$ cat config.mk
export PLATFORM = sky130hd
export DESIGN_NAME = piso_serializer
export DESIGN_NICKNAME = d
export VERILOG_FILES = /design/src/rtl/piso_serializer.sv
export SDC_FILE = /design/constraint.sdc
export NUM_CORES = 1
export LEC_CHECK = 0
export BUFFER_PORTS_ARGS = -buffer_cell sky130_fd_sc_hd__buf_2
export CAP_MARGIN = 20
export CORE_UTILIZATION = 45
export CTS_BUF_LIST = sky130_fd_sc_hd__clkbuf_16
export CTS_CLUSTER_SIZE = 16
export DETAILED_ROUTE_END_ITERATION = 16
export PLACE_DENSITY = 0.69
export SLEW_MARGIN = 20
export SYNTH_ARGS = -nofsm -noshare
export SYNTH_HDL_FRONTEND = slang
export SYNTH_SLANG_ARGS = --single-unit
$ cat constraint.sdc
create_clock -name clk -period 1.23 [get_ports clk]
set_input_delay 0.246 -clock clk [delete_from_list [all_inputs] [get_ports clk]]
set_output_delay 0.246 -clock clk [all_outputs]
set_load 0.02 [all_outputs]
$ cat src/rtl/piso_serializer.sv
// Parallel-in serial-out shifter: one-word holding buffer feeding an N-bit shift register.
// First bit appears one enabled edge after load; pin_ready drops while the holding buffer is full.
module piso_serializer #(
    parameter int N         = 4,
    parameter bit MSB_FIRST = 1'b1
) (
    input  logic         clk,
    input  logic         rst,
    input  logic         en,
    input  logic [N-1:0] pin,
    input  logic         pin_valid,
    output logic         pin_ready,
    output logic         sout,
    output logic         sout_valid,
    output logic         frame_start,
    output logic         frame_end,
    output logic         busy
);

    localparam int CW = (N > 1) ? $clog2(N) : 1;
    localparam logic [CW-1:0] CNT_LAST = CW'(N - 1);

    typedef enum logic {
        IDLE,
        SHIFT
    } state_t;

    state_t         state_q, state_d;
    logic [N-1:0]   shreg_q, shreg_d;
    logic [CW-1:0]  cnt_q, cnt_d;
    logic [N-1:0]   hold_q, hold_d;
    logic           hold_full_q, hold_full_d;

    always_ff @(posedge clk or posedge rst) begin
        if (rst) begin
            state_q     <= IDLE;
            shreg_q     <= '0;
            cnt_q       <= '0;
            hold_q      <= '0;
            hold_full_q <= 1'b0;
        end else begin
            state_q     <= state_d;
            shreg_q     <= shreg_d;
            cnt_q       <= cnt_d;
            hold_q      <= hold_d;
            hold_full_q <= hold_full_d;
        end
    end

    always_comb begin
        state_d     = state_q;
        shreg_d     = shreg_q;
        cnt_d       = cnt_q;
        hold_d      = hold_q;
        hold_full_d = hold_full_q;

        // Accept and load are mutually exclusive: one needs the buffer empty, the other full.
        if (pin_valid && !hold_full_q) begin
            hold_d      = pin;
            hold_full_d = 1'b1;
        end

        if (en) begin
            if (hold_full_q && (state_q == IDLE || cnt_q == CNT_LAST)) begin
                shreg_d     = hold_q;
                cnt_d       = '0;
                hold_full_d = 1'b0;
                state_d     = SHIFT;
            end else if (state_q == SHIFT) begin
                if (cnt_q == CNT_LAST) begin
                    state_d = IDLE;
                    cnt_d   = '0;
                end else begin
                    cnt_d = cnt_q + CW'(1);
                    if (MSB_FIRST) shreg_d = {shreg_q[N-2:0], 1'b0};
                    else           shreg_d = {1'b0, shreg_q[N-1:1]};
                end
            end
        end
    end

    assign pin_ready   = ~hold_full_q;
    assign sout_valid  = (state_q == SHIFT);
    assign sout        = MSB_FIRST ? shreg_q[N-1] : shreg_q[0];
    assign frame_start = sout_valid && (cnt_q == '0);
    assign frame_end   = sout_valid && (cnt_q == CNT_LAST);
    assign busy        = sout_valid | hold_full_q;

endmodule
Yosys cells after proc, flatten, opt, wreduce, memory -nomap -nowiden
Cells that the tools add are included.
{"block": "word_totals", "reg_bits": 12, "inputBits": 8, "out_inout_bits": 6, "elab_cells": 33}
{"block": "classes", "add_sub_neg": 1, "eq_ne": 2, "n_mux": 12, "bitwise_logic": 3, "reduce_logical": 10}
{"cell": "$mux W4", "count": 3}
{"cell": "$mux W1", "count": 6}
{"cell": "$mux W2", "count": 3}
{"cell": "$logic_and A1 B1 Y1", "count": 4}
{"cell": "$reduce_and A3 Y1", "count": 1}
{"cell": "$add A2 B1 Y2 const B", "count": 1}
{"cell": "$eq A2 B2 Y1 const B", "count": 1}
{"cell": "$logic_not A2 Y1", "count": 1}
{"cell": "$ne A2 B2 Y1 const B", "count": 1}
{"cell": "$not A1 Y1", "count": 2}
{"cell": "$reduce_and A2 Y1", "count": 1}
{"cell": "$reduce_bool A2 Y1", "count": 1}
{"cell": "$logic_not A1 Y1", "count": 1}
{"cell": "$logic_or A1 B1 Y1", "count": 1}
{"cell": "$or A1 B1 Y1", "count": 1}

Logic depth before layout (Yosys ltp)
Gate-level depths: netlist of the first run.
{"block": "depth", "ltp_word": 5, "mapped_depth": 5, "depth_no_buf": 4}

Worst setup path before layout of the first run
OpenSTA, ideal clock, no wires.
{"block": "synth_path", "path_kind": "register to register", "start": "reg cnt_q[0]", "end": "reg shreg_q[3]", "setup_time_ns": 0.079, "arrival_ns": 1.194, "required_ns": 1.151, "path_slack_ns": -0.044, "path_stages_with_launch": 6, "path_buffers": 1, "synth_period_minus_slack_ns": 1.274, "path_cell_list": "dfrtp_1 -> ha_1 -> nand2b_1 -> buf_6 -> a21boi_4 -> a2bb2oi_1"}
{"block": "synth_via", "elab_chain_cells": 5, "word_cells_on_any_way": 7, "classes_between": "eq/ne (2); mux (1); reduce/logical (4)"}
{"element": "start, declared", "line": "30", "rtl": "logic [CW-1:0] cnt_q, cnt_d;"}
{"element": "start signal, assigned", "line": "44", "rtl": "cnt_q <= cnt_d;"}
{"element": "$eq A2 B2 Y1 *", "line": "64, 70"}
{"element": "$logic_or A1 B1 Y1", "line": "64", "rtl": "if (hold_full_q && (state_q == IDLE || cnt_q == CNT_LAST)) begin"}
{"element": "$logic_and A1 B1 Y1", "line": "64"}
{"element": "$ne A2 B2 Y1 (no line) / $reduce_bool A2 Y1 (equally long branches)"}
{"element": "$reduce_and A3 Y1 (no line)"}
{"element": "end signal, assigned", "line": "43", "rtl": "shreg_q <= shreg_d;"}
{"element": "end, declared", "line": "29", "rtl": "logic [N-1:0] shreg_q, shreg_d;"}
Mark *: on every way between the ends. The rest lies on a longest branch, timed or not.
A chain may end at the register's enable or synchronous reset.

Final worst setup path of the first run
{"block": "layout_path", "start": "reg cnt_q[1]", "end": "out frame_end"}
{"block": "layout_via", "elab_chain_cells": 2}
{"element": "$eq A2 B2 Y1", "line": "86", "rtl": "assign frame_end = sout_valid && (cnt_q == CNT_LAST);"}
{"element": "$logic_and A1 B1 Y1", "line": "86"}
{"element": "end, declared", "line": "16", "rtl": "output logic frame_end,"}
No other way between the ends.

==> impl_metrics.tcl, run 1 <==
set metrics [dict create \
    dieHeight_um 38.7 \
    fp.dieW_um 38.7 \
    fillerInstances 64 \
    grt_usage 0.237 \
    ys_ff_latch 12 \
    post-route-period-util 1.16 \
    coreArea_mm2 0.00119 \
    grt_start_max_net_pins 13 \
    synth_top_area_share 0.495 \
    grtUsageMet2 0.371 \
    worst_slack_ps -195 \
    hold_buffers 0 \
    critical_path_class "flip-flop to output pin" \
    place_inst 88 \
    drt-total-wl_mm 1.45 \
    postSynthCellCount 55 \
    ff2ff_setup_slack_ps -100 \
    status "finished, violations left" \
    crit_path_end_kind "output pin" \
    wl_per_cell_um 14.8 \
    io_pins 14 \
    grt_overflow_total 0 \
    finalSetupViolations 8 \
    grt_busiest_layer "met2" \
    seqCellArea_um2 300 \
    multi_input_area_um2 314 \
    place_congestion 0.820 \
    startpoint_type "flip-flop" \
    synth-warning-count 0 \
    grt_pass1_wl_mm 2.22 \
    vias 498 \
    grt_antenna_before_repair 0 \
    via_per_inst 5.08 \
    hp-class "primary input to asynchronous set/reset pin" \
    cts_made_buffers 3 \
    cts_buffer_depth 2 \
    ys_seq_area_frac 0.495 \
    drive_gt1_frac 0.560 \
    cp_data_arrival_time_ps 1180 \
    use_met1 0.279 \
    cts_tree "done" \
    row_count 12 \
    cts.clk_slew.worst_paths_ps 40 \
    slew_headroom 0.690 \
    final_cell_count_no_fill 98 \
    p_leak_uw 0.000465 \
    violations "setup timing" \
    fin_crit_ps 1420 \
    clk_latency_ps 240 \
    finalHoldViolCount 0 \
    cts.sinks 12 \
    rr_worst_depth 4 \
    skew_ps 1.34 \
    avgSynthCellArea_um2 11.0 \
    maxSlewViolCount 0 \
    syn_area_um2 607 \
    worst_slew_pin_slew_ps 464 \
    synth_top_cell_by_area "dfrtp_1" \
    nets 95 \
    clock.fmax_ghz 0.702 \
    rsz0062_at_grt "yes" \
    met3_usage 0.104 \
    netlist_top_cells_area "dfrtp_1 49%, mux2_2 7.4%, mux2i_1 4.9%" \
    cp.required_ps 980 \
    numPortBuffers 13 \
    dp_hpwl_um 808 \
    cts-root-buf "clkbuf_16" \
    syn-num-nets 65 \
    ir_drop_mv 1.83 \
    grt_pass1_vias 491 \
    fp.dieArea_mm2 0.00150 \
    diodes 0 \
    cts_max_level 1 \
    first_pass_iters 4 \
    route.detailed.drc 0 \
    synth_cell_types 19 \
    cp_max_fo 2 \
    utilization 0.816 \
    drtIter0Drc 7 \
    area_growth_pct 59.6 \
    p_per_area_mw_per_mm2 2830 \
    r2r_end "shreg_q[1]$_DFFE_PP0P_" \
    maxCapViolCount 0 \
    initial_core_util 0.512 \
    ant_nets 0 \
    r2r_start "cnt_q[1]$_DFFE_PP0P_" \
]
==> cells in the mapped netlist, drive strengths merged <==
cell type / number
nand2b: 4
dfrtp: 12
nor2: 1
inv: 5
and2: 2
nand4: 2
a2bb2oi: 3
a31oi: 1
nor2b: 1
buf: 3
a21boi: 1
nand2: 6
o21ai: 3
ha: 2
a22o: 1
mux2i: 3
mux2: 4
or2: 1
==> worst max path at each step <==
stage	from	endpoint	slack, ps	cells after the start
floorplan	cnt_q[0]$_DFFE_PP0P_	shreg_q[3]$_DFFE_PP0P_	10	5
global placement	cnt_q[0]$_DFFE_PP0P_	shreg_q[2]$_DFFE_PP0P_	-50	4
detailed placement	cnt_q[0]$_DFFE_PP0P_	shreg_q[3]$_DFFE_PP0P_	-120	4
CTS	cnt_q[1]$_DFFE_PP0P_	frame_end	-200	4
global route	cnt_q[1]$_DFFE_PP0P_	frame_end	-230	4
finish	cnt_q[1]$_DFFE_PP0P_	frame_end	-190	4
==> per-layer routing <==
layer | vias to the layer above | wire length, um
met5 | - | 0
met3 | 2 | 56
met2 | 12 | 716
met1 | 241 | 666
li1 | 243 | -
met4 | 0 | 10
==> cells in the final DEF, fill, tap and decap left out <==
cell and instances:
buf_4 8, nor2b_4 1, ha_2 1, o21ai_0 3
a21boi_4 1, nand2_1 5, nand2b_1 3, nor2_1 1
nand4_1 2, inv_4 2, a22o_1 1, mux2_4 4
and2_4 2, clkinv_1 1, or2_4 1, mux2i_1 3
a31oi_1 1, buf_2 9, inv_6 1, dfrtp_1 12
nand2b_2 1, a2bb2oi_1 3, ha_4 1, nand2_2 1
buf_6 11, clkbuf_16 3, inv_1 2
==> critical path, cell delays in order, from the launching register on <==
cell     delay (ps)
dfrtp_1         390
ha_2            200
buf_6           110
and2_4          120
buf_6           120
==> metrics by stage <==
stage	setup TNS [ps]	hold WS, ps	worst slack [ps]	total power, uW	area [um2]
2_1_floorplan	0	111	10.1	1330	609
3_3_place_gp	-191	269	-50.4	1620	738
3_5_place_dp	-557	270	-119	1640	738
4_1_cts	-1200	16.3	-199	2560	912
5_1_grt	-1220	39.5	-226	2910	968
6_report	-773	10.1	-195	2740	968
==> final cells by class <==
cell class	instances	area share
inverter	5	0.0297
timing repair buffer	28	0.236
clock inverter	1	0.00388
sequential	12	0.310
clock buffer	3	0.0775
tap	14	0.0181
multi-input combinational	35	0.324
==> where the power goes <==
part,internal [uW],switching [uW]
sequential,581,129
clock,427,165
combinational,826,616
==> cells by family after synthesis <==
logic type,after synthesis,synth area share
mux,7,0.124
compound gates,9,0.124
flops,12,0.495
buf+inv,8,0.0660
simple gates,17,0.151
fa+ha+maj,2,0.0412
==> timing repair <==
action | CTS | global route
endpoints found under the setup margin | 9 | 16
pin swaps | 4 | 2
cloned | 0 | 0
setup buffers | 4 | 3
gates resized for setup | 23 | 12
==> flip-flops by register name, indices dropped and copies added, names as in the netlist <==
| name | count |
|---|---|
| hold_full_q | 1 |
| cnt_q | 2 |
| hold_q | 4 |
| sout_valid | 1 |
| shreg_q | 4 |
Power figures use the tool's default switching activity.
==> run 2, diff against run 1 <==
ABC_AREA = 1   (was default)
==> impl_metrics.tcl, run 2 <==
set metrics [dict create \
    status "finished, violations left" \
    violations "setup timing" \
    io_pins 14 \
    cp_data_arrival_time_ps 1100 \
    crit_chain "inv_2 -> ha_4 -> nand2_2 -> inv_2 -> buf_6" \
    crit_path_end_kind "output pin" \
    utilization 0.712 \
    syn-num-nets 84 \
    grt_busiest_layer "met2" \
    cp_top_family "flip-flops" \
    critical_path_class "flip-flop to output pin" \
    cp_max_fo 2 \
    synthTopCellsByCount "29 x nand2_1, 12 x dfrtp_1, 9 x nand3_1" \
    grt_pass1_vias 475 \
    first_pass_iters 4 \
    grt_antenna_before_repair 0 \
    yosys_most_used_dff "dfrtp_1" \
    ir_drop_mv 1.39 \
    met3_usage 0.0694 \
    synth-warning-count 0 \
    hp-class "primary input to asynchronous set/reset pin" \
    ys_seq_area_frac 0.488 \
    use_met1 0.247 \
    finalSetupViolations 3 \
    place_congestion 0.780 \
    top_regs "hold_q x4, shreg_q x4, cnt_q x2" \
    cts.clk_slew.worst_paths_ps 40 \
    grt_overflow_total 0 \
    cp.required_ps 980 \
    drt-total-wl_mm 1.30 \
    maxCapViolCount 0 \
    p_per_area_mw_per_mm2 2440 \
    crit_slowest_cell "dfrtp_1" \
    wl_per_cell_um 11.9 \
    worst_slew_pin_slew_ps 448 \
    post-route-period-util 1.09 \
    diodes 0 \
    cts.sinks 12 \
    dp_hpwl_um 883 \
    clk_latency_ps 240 \
    clock.fmax_ghz 0.746 \
    fp.dieW_um 39.0 \
    crit_buf_inv 3 \
    cts_buffer_depth 2 \
    yosysMostFrequentCell "nand2_1" \
    postSynthCellCount 74 \
    cts_max_level 1 \
    grt_usage 0.210 \
    cts_made_buffers 3 \
    avgSynthCellArea_um2 8.32 \
    worst_slack_ps -111 \
    netlist_top_cells_area "dfrtp_1 49%, nand2_1 18%, nand3_1 7.3%" \
    via_per_inst 4.95 \
    dpl_cell_area_um2 694 \
    layout_commonest_cell "nand2_1" \
    cpPeakStageDelay_ps 410 \
    drive_gt1_frac 0.400 \
    syn_area_um2 616 \
    rsz0062_at_grt "yes" \
    ys_ff_latch 12 \
    grt_pass1_wl_mm 2.08 \
    finalHoldViolCount 0 \
    nets 106 \
    row_count 12 \
    synth_cell_types 18 \
    numPortBuffers 13 \
    fin_crit_ps 1340 \
    cts_tree "done" \
    synth_top_area_share 0.488 \
    cts-root-buf "clkbuf_16" \
    skew_ps 2.78 \
    grt_start_max_net_pins 13 \
    drtIter0Drc 14 \
    vias 540 \
    coreArea_mm2 0.00119 \
    initial_core_util 0.519 \
    final_cell_mix "28 x nand2_1, 11 x dfrtp_1, 11 x buf_2" \
    synth_edf_count 0 \
    hold_buffers 0 \
    maxSlewViolCount 0 \
    startpoint_type "flip-flop" \
    synth_top_cell_by_area "dfrtp_1" \
    route.detailed.drc 0 \
    grtUsageMet2 0.350 \
    slew_headroom 0.701 \
    dieHeight_um 39.0 \
    area_growth_pct 37.2 \
    design_area_um2 845 \
    ant_nets 0 \
    p_leak_uw 0.000454 \
    synth-async-reset-ratio 1.00 \
    cp_common_cell "inv_2" \
    fp.dieArea_mm2 0.00152 \
]
-- run 2: changes by cell type after synthesis, moves of 2 or more --
cell       before  now
inv_2           0    3
o21ai_1         0    2
nand3_1         0    9
nand2_1         6   29
a2bb2oi_1       3    0
o21ai_0         3    1
and2_2          2    0
buf_2           2    0
nand2b_1        4    0
mux2_2          4    0
mux2i_1         3    0
-- run 2: cell type report --
class                   count  area (um2)
repair buffers             18         115
fillers                    92         342
multi-input cells          51         292
inverters                  10        40.0
flip-flops and latches     12         302
clock inverters             1        3.75
clock buffers               3        75.1
well taps                  14        17.5
-- run 2: repair_timing --
action | CTS | global route
setup buffers | 1 | 3
pin swaps | 0 | 2
endpoints found under the setup margin | 3 | 7
gates resized for setup | 8 | 5
-- run 2: power by group --
part	internal, uW	switching, uW
clock network	427	162
registers	561	131
logic	334	447
-- run 2: worst paths after layout --
| check | cells past startpoint | to | slack, ps | startpoint |
|---|---|---|---|---|
| max in group asynchronous | 2 | sout_valid$_DFFE_PP0P_ | 880 | rst |
| max reg2reg | 6 | shreg_q[2]$_DFFE_PP0P_ | 40 | cnt_q[1]$_DFFE_PP0P_ |
| min in group clk | 3 | hold_q[3]$_DFFE_PP0P_ | 240 | pin[3] |
| max | 5 | frame_start | -110 | cnt_q[1]$_DFFE_PP0P_ |
| min | 2 | hold_q[3]$_DFFE_PP0P_ | 10 | rst |
| min reg2reg | 2 | hold_q[1]$_DFFE_PP0P_ | 480 | hold_q[1]$_DFFE_PP0P_ |
-- run 2: routing by layer --
metal / up-vias / wire length [um]
met5: - / 0
met4: 0 / 16
met3: 2 / 47
met2: 14 / 641
met1: 248 / 589
li1: 276 / -
-- run 2: kinds of logic (layout without fill, tap and decap cells) --
kind of cell / after synthesis / count (layout) / share of synthesized area
buffers and inverters: 11 / 32 / 0.0833
adder cells (fa/ha/maj): 2 / 2 / 0.0406
AO/OA/AOI/OAI: 7 / 7 / 0.0894
AND/OR/NAND/NOR: 42 / 42 / 0.299
flip-flops: 12 / 12 / 0.488
-- run 2: stage by stage --
stage	power, uW	TNS, ps	std cells	setup slack [ps]	hold slack (ps)
finish	2060	-216	109	-111	12.0
global route	2190	-346	109	-130	61.5
CTS	1980	-186	106	-91.8	37.8
detailed placement	1300	0	101	68.0	277
global placement	1280	0	101	92.1	274
floorplan	1130	0	74	152	111
